File: config.mk
export PLATFORM = sky130hd
export DESIGN_NAME = spi_master
export DESIGN_NICKNAME = d
export VERILOG_FILES = /design/src/rtl/spi_pkg.sv /design/src/rtl/spi_clk_gen.sv /design/src/rtl/spi_master.sv
export SDC_FILE = /design/constraint.sdc
export NUM_CORES = 1
export LEC_CHECK = 0
export ABC_AREA = 1
export BUFFER_PORTS_ARGS = -buffer_cell sky130_fd_sc_hd__buf_2
export CAP_MARGIN = 30
export CORE_MARGIN = 4
export CORE_UTILIZATION = 30
export DETAILED_ROUTE_END_ITERATION = 7
export HOLD_SLACK_MARGIN = 0.05
export PLACE_DENSITY = 0.53
export SLEW_MARGIN = 20
export SYNTH_ARGS = -nofsm -noshare
export SYNTH_HDL_FRONTEND = slang
export SYNTH_SLANG_ARGS = --single-unit
File: constraint.sdc
create_clock -name clk -period 1.8 [get_ports clk]
set_input_delay 0.09 -clock clk [delete_from_list [all_inputs] [get_ports clk]]
set_output_delay 0.09 -clock clk [all_outputs]
set_load 0.02 [all_outputs]
File: src/rtl/spi_pkg.sv
// Shared definitions for the SPI master: FSM states, default frame width
// and the fixed bus mode.
package spi_pkg;

  typedef enum logic [1:0] {
    IDLE  = 2'd0,
    SETUP = 2'd1,
    SHIFT = 2'd2,
    GAP   = 2'd3
  } spi_state_t;

  localparam int unsigned DEFAULT_DATA_W = 8;

  // Mode 0: sclk idles low, data sampled on the leading (rising) edge.
  localparam bit SPI_CPOL = 1'b0;
  localparam bit SPI_CPHA = 1'b0;

endpackage

File: src/rtl/spi_clk_gen.sv
// Half-period counter that produces the registered sclk and same-cycle
// strobes announcing the edge sclk is about to take.
module spi_clk_gen
  import spi_pkg::*;
#(
  parameter int unsigned CLK_DIV = 4
) (
  input  logic clk,
  input  logic reset_n,
  input  logic en,
  input  logic clr,
  input  logic rise_ok,
  output logic sclk,
  output logic rise_tick,
  output logic fall_tick,
  output logic half_tick
);

  localparam int unsigned CW = $clog2(CLK_DIV + 1);
  localparam logic [CW-1:0] LAST = CW'(CLK_DIV - 1);

  logic [CW-1:0] cnt;

  // Strobes are decoded from registered state so the caller can update its
  // own registers on the very edge that moves sclk.
  always_comb begin
    half_tick = en && !clr && (cnt == LAST);
    rise_tick = half_tick && !sclk && rise_ok;
    fall_tick = half_tick && sclk;
  end

  always_ff @(posedge clk or negedge reset_n) begin
    if (!reset_n) begin
      cnt  <= '0;
      sclk <= SPI_CPOL;
    end else if (clr) begin
      cnt  <= '0;
      sclk <= SPI_CPOL;
    end else if (en) begin
      if (cnt == LAST) cnt <= '0;
      else             cnt <= cnt + CW'(1);
      if (rise_tick)      sclk <= 1'b1;
      else if (fall_tick) sclk <= 1'b0;
    end
  end

endmodule

File: src/rtl/spi_master.sv
// Mode-0 SPI master: serialises one frame per accepted start, MSB first,
// capturing miso in parallel and reporting the received word with done.
module spi_master
  import spi_pkg::*;
#(
  parameter int unsigned CLK_DIV = 4,
  parameter int unsigned DATA_W  = DEFAULT_DATA_W,
  parameter int unsigned CS_GAP  = 2
) (
  input  logic              clk,
  input  logic              reset_n,
  input  logic              start,
  input  logic [DATA_W-1:0] tx_data,
  output logic              busy,
  output logic              done,
  output logic [DATA_W-1:0] rx_data,
  output logic              cs,
  output logic              sclk,
  output logic              mosi,
  input  logic              miso
);

  localparam int unsigned BW = $clog2(DATA_W + 1);
  localparam int unsigned GW = $clog2(CS_GAP + 1);
  localparam logic [BW-1:0] BITS     = BW'(DATA_W);
  localparam logic [GW-1:0] GAP_LAST = GW'(CS_GAP - 1);

  spi_state_t        state;
  logic [DATA_W-2:0] tx_sh;
  logic [DATA_W-1:0] rx_sh;
  logic [BW-1:0]     bit_cnt;
  logic [GW-1:0]     gap_cnt;

  logic rise_tick, fall_tick, half_tick, rise_ok;
  logic sample_tick, launch_tick;

  always_comb begin
    rise_ok     = (state == SETUP) || ((state == SHIFT) && (bit_cnt != BITS));
    sample_tick = SPI_CPHA ? fall_tick : rise_tick;
    launch_tick = SPI_CPHA ? rise_tick : fall_tick;
  end

  spi_clk_gen #(
    .CLK_DIV(CLK_DIV)
  ) u_clk_gen (
    .clk      (clk),
    .reset_n  (reset_n),
    .en       (state != IDLE),
    .clr      (state == IDLE),
    .rise_ok  (rise_ok),
    .sclk     (sclk),
    .rise_tick(rise_tick),
    .fall_tick(fall_tick),
    .half_tick(half_tick)
  );

  always_ff @(posedge clk or negedge reset_n) begin
    if (!reset_n) begin
      state   <= IDLE;
      tx_sh   <= '0;
      rx_sh   <= '0;
      bit_cnt <= '0;
      gap_cnt <= '0;
      cs      <= 1'b1;
      mosi    <= 1'b0;
      busy    <= 1'b0;
      done    <= 1'b0;
      rx_data <= '0;
    end else begin
      done <= 1'b0;
      case (state)
        IDLE: begin
          if (start) begin
            // MSB goes straight to mosi; tx_sh keeps only the bits still to send.
            tx_sh   <= tx_data[DATA_W-2:0];
            mosi    <= tx_data[DATA_W-1];
            rx_sh   <= '0;
            bit_cnt <= '0;
            cs      <= 1'b0;
            busy    <= 1'b1;
            state   <= SETUP;
          end
        end
        SETUP: begin
          if (sample_tick) begin
            rx_sh   <= {rx_sh[DATA_W-2:0], miso};
            bit_cnt <= bit_cnt + BW'(1);
            state   <= SHIFT;
          end
        end
        SHIFT: begin
          if (sample_tick) begin
            rx_sh   <= {rx_sh[DATA_W-2:0], miso};
            bit_cnt <= bit_cnt + BW'(1);
          end else if (launch_tick) begin
            if (bit_cnt != BITS) begin
              mosi  <= tx_sh[DATA_W-2];
              tx_sh <= {tx_sh[DATA_W-3:0], 1'b0};
            end else begin
              mosi  <= 1'b0;
            end
          end else if (half_tick && (bit_cnt == BITS)) begin
            // Trailing low half-period has elapsed: release cs and report.
            cs      <= 1'b1;
            rx_data <= rx_sh;
            done    <= 1'b1;
            gap_cnt <= '0;
            state   <= GAP;
          end
        end
        GAP: begin
          if (half_tick) begin
            if (gap_cnt == GAP_LAST) begin
              busy  <= 1'b0;
              state <= IDLE;
            end else begin
              gap_cnt <= gap_cnt + GW'(1);
            end
          end
        end
        default: state <= IDLE;
      endcase
    end
  end

endmodule

Word level (Yosys, flattened, before mapping)
Index checks and enable logic that the tools add are counted.

storage, ports and cells
  output and inout bits = 13
  flip-flop bits (word level) = 39

cells by class
  $add $sub $neg = 3
  equal/unequal tests = 18
  reductions and logical operators = 28
  bitwise logic cells = 2
  mux-type cells = 50

operators by type and width
  cell                                                                   count
  7-bit two-way mux                                                      4
  2-bit two-way mux                                                      12
  1-bit two-way mux                                                      19
  8-bit two-way mux                                                      2
  2-bit != test, second input constant                                   8
  8-bit one-hot mux with 2 select lines                                  1
  7-bit one-hot mux with 2 select lines                                  1
  4-bit AND reduction                                                    3
  2-bit nonzero test                                                     6
  5-bit AND reduction                                                    2
  3-bit two-way mux                                                      3
  4-bit two-way mux                                                      2
  2-bit one-hot mux with 4 select lines                                  1
  4-bit one-hot mux with 2 select lines                                  1
  1-bit logical AND                                                      7
  7-bit AND reduction                                                    1
  2-bit by 1-bit != test with 1-bit output, second input constant        3
  1-bit one-hot mux with 2 select lines                                  3
  6-bit AND reduction                                                    1
  4-bit by 1-bit adder with 4-bit output, second input constant          1
  2-bit by 1-bit equality test with 1-bit output, second input constant  2
  2-bit equality test, second input constant                             2
  4-bit equality test, second input constant                             1
  4-bit != test, second input constant                                   1
  12 further kinds                                                       14

Depth between registers and ports, before layout
  depth after elaboration = 9
  gate-level depth with buffers = 11
  gate-level depth less buffers = 11

Cells and area by module
Synthesis repeated with hierarchy kept, for this count alone.

second synthesis, totals
  cells, all modules = 246
  area total of the unflattened synthesis = 2037.0 µm²

modules (own cells, without submodules)
  module       cells each  times used  area each (µm²)
  spi_master   213         1           1801.7
  spi_clk_gen  33          1           235.2

Worst setup path before layout
Ideal clock, no wire load.

  kind = register to register
  start point = register state[0]
  end point = register rx_data[7]
  slack = 0.296 ns
  stages on the path, launching flop included = 10
  library setup time = 0.118 ns
  required time = 1.682 ns
  period minus slack after synthesis = 1.504 ns
  arrival = 1.386 ns
  path buffers = 1
  cells stage by stage = dfrtp_1 > inv_1 > ha_1 > inv_2 > nand3_4 > nor2_8 > nand3_4 > buf_6 > nand2_1 > o21ai_2

between the ends
  cells in the longest elaborated chain, start to end = 8
  elaborated cells on any way between the ends = 16

RTL lines
  item                                      RTL line           RTL
  from (decl)                               spi_master.sv:28   spi_state_t state;
  from (signal assigned)                    spi_master.sv:59   state <= IDLE;
  from (signal assigned)                    spi_master.sv:81   state <= SETUP;
  from (signal assigned)                    spi_master.sv:88   state <= SHIFT;
  2-bit logical NOT                         spi_master.sv:49   .clr (state == IDLE),
  1-bit logical NOT                         spi_clk_gen.sv:27  half_tick = en && !clr && (cnt == LAST);
  1-bit logical AND (2 in series)           spi_clk_gen.sv:27
  1-bit logical AND (2 in series)           spi_clk_gen.sv:28  rise_tick = half_tick && !sclk && rise_ok;
  1-bit NOT (no source line)                n/a
  4-bit AND reduction (no source line) (*)  n/a
  to (signal assigned)                      spi_master.sv:105  rx_data <= rx_sh;
  to (decl)                                 spi_master.sv:16   output logic [DATA_W-1:0] rx_data,

Every way passes the cells marked *; elsewhere a longest branch is shown, timed or not.
A chain may end at the register's enable or synchronous reset.

Final worst setup path
  start point = register state[1]
  end point = register rx_data[6]

Same word-level chain as after synthesis.

==> metrics.txt <==
Num CTS Buffers=5; CP max FO=16; Period minus WS final=around 1.6 ns; drt total wl=between 3 and 4 mm; I/O Pins=25; pre-CTS WS=0.1332 ns; Commonest cells post-synth=nand2_1, dfrtp_1, inv_1, nand3_1, o21ai_0; layout cells sized above 1=22.30%; deepest clock path buffer count=2; Worst-path clk slew=roughly 0.08 ns; Setup crit start kind=register; post-DR wirelength/cell=around 11 microns; area of the mapped netlist=~2000 sq um; Residual DRC=0; RePlAce Congestion=0.7797; largest net degree at the start of global routing=40; Port Buffers=24; dpl hpwl=2.892 mm; # rows=29; Pwr Density=1447 nW/um^2; Synth area leaders=dfrtp_1, nand2_1, ha_1, inv_1, nand3_1; reported max-cap violation count=0; total power draw=3325 uW; Clk Latency, worst-skew pair=between 0.2 and 0.3 ns; hold path start=miso; Post-synth EDFFs=0; Clock Sinks=39; Critical Path End Type=register; Data arrival, critical path=1.87 ns; reg-to-reg startpoint=state[1]; sequential cell area fraction in the yosys report=49.87%; area delta synth->final=17.24%; Tightest Hold Check Type=input pin to register; Critical Path RT=2.03 ns; GRT Util Overall=11.05%; grt total ovfl=0; max-slew violation count=0; max_slew headroom=67.29%; Final WS setup=0.1561 ns; final hold slack=0.05077 ns; leakage power=between 0.001 and 0.0015 uW; Yosys warning count=0; Post-layout nets=roughly 290; die area=7888 sq um; Worst Setup SP=state[1]; synthesized instance count=233; CTS root buf=clkbuf_8; DIE WIDTH=88.82 microns; TritonRoute pass-1 iters=4; Inst Count DP=~340; ant diodes=0; number of global-route vias before repair=1539; first-pass GRT wire length=6.879 mm; top cell type's share of synthesized area=48.53%; synth unique cells=25; fillcell total=approximately 640; final worst path period share=91.33%; status=complete, no violations; vias per cell=4.367; Layout Cells excl Fill=346; area leader, netlist=dfrtp_1; RSZ-0062 raised after global routing=false; H-tree depth=2; final setup fails=0; Synth Register Bits=39; Setup TNS=0 ns; Final Hold Viols=0; Least-Margin Pin Slew=0.4906 ns; Post-synth ARST share=between 90% and 100%; CORE AREA=6350 sq um; Die H=just under 90 microns; CTS tree=yes; Starting DRT DRC Count=approximately 50; Top FF cell, synth=dfrtp_1; post-route ant nets=0; antenna violations before repair=0; fmax=a little over 600 MHz; VDD IR-drop max=0.5749 mV; number of gates resized after CTS=0; vias=1511; Setup CP Type=register to register; syn_nets=253; most common cell in the netlist=nand2_1; Setup Skew=0.007752 ns; Post-Syn Area per Cell=8.409 sq um; Initial Utilization=30.86%
## registers in the layout (all words and copies together), names as in the netlist
name / count
mosi: 1
gap_cnt: 2
rx_data: 8
tx_sh: 7
u_clk_gen.cnt: 3
rx_sh: 8
u_clk_gen.sclk: 1
state: 2
cs: 1
busy: 1
bit_cnt: 4
done: 1
## final cells by class
class | count | area, sq um | share of cell area, %
clock buffers | 6 | 72.57 | 3.159
flip-flops and latches | 39 | 977.2 | 42.54
clock inverters | 2 | 12.51 | 0.5447
multi-input cells | 163 | 855.8 | 37.25
repair buffers | 31 | 177.7 | 7.734
well taps | 77 | 96.34 | 4.194
inverters | 28 | 105.1 | 4.575
## final timing paths
| kind | endpoint | depth (start not counted) | slack [ns] |
|---|---|---|---|
| hold / removal | rx_sh[0] | 3 | 0.05 |
| min in group asynchronous | busy | 3 | 0.37 |
| setup / recovery | rx_data[6] | 9 | 0.16 |
| hold reg to reg | u_clk_gen.cnt[0] | 1 | 0.44 |
| max in group asynchronous | cs | 3 | 1.06 |
| setup reg to reg | rx_data[6] | 9 | 0.16 |
## power by group
group          leakage (uW)  internal [uW]  switching [uW]  total (uW)
clock             0.0000412            271             317         588
sequential         0.000516           1130             156        1290
combinational      0.000647            499             953        1450
## timing repair
item | in CTS | in global routing
endpoints found under the setup margin | 0 | 3
endpoints found under the hold margin | 39 | 0
hold buffers | 2 | 0
setup buffers | 0 | 1
## metal layers
layer	track usage, %	wire length [microns]
met1	15.15	1961
met2	17.34	1682
met3	2.328	187
met4	3.709	61
met5	0	0
## cell usage in the layout (no fill, tap or decap), types with 4 or more instances in the layout
cell      instances
nand2_1          93
dfrtp_1          38
inv_1            26
buf_2            24
nand3_1          16
o21ai_0          11
nor2_1            8
ha_1              8
o21ai_2           6
clkbuf_8          5
buf_4             5
nor2_2            4
## worst max-delay path, cell delays in order, from the launching register on
cell and delay [ns]:
dfrtp_1 0.41, inv_1 0.08, ha_1 0.23, inv_2 0.11, nand3_4 0.12, nor2_8 0.16, nand3_4 0.20, inv_1 0.15
nand2_1 0.06, nand2_1 0.05
## metrics by stage
stage,instance area (sq um),util (%)
after floorplan,1959,-
after global routing,2297,36.18
after CTS,2290,36.06
after detailed placement,2185,34.40
after global placement,2185,34.40
final,2297,36.18
## kinds of logic (layout without fill, tap and decap cells)
logic type      Yosys count  count (layout)  synth area share [%]
compound gates           22              22                 6.960
fa+ha+maj                 8               8                 5.109
buf+inv                  31              67                 6.449
flops                    39              39                 49.87
simple gates            133             133                 31.61
No activity file was read; power rests on OpenSTA's default activity.
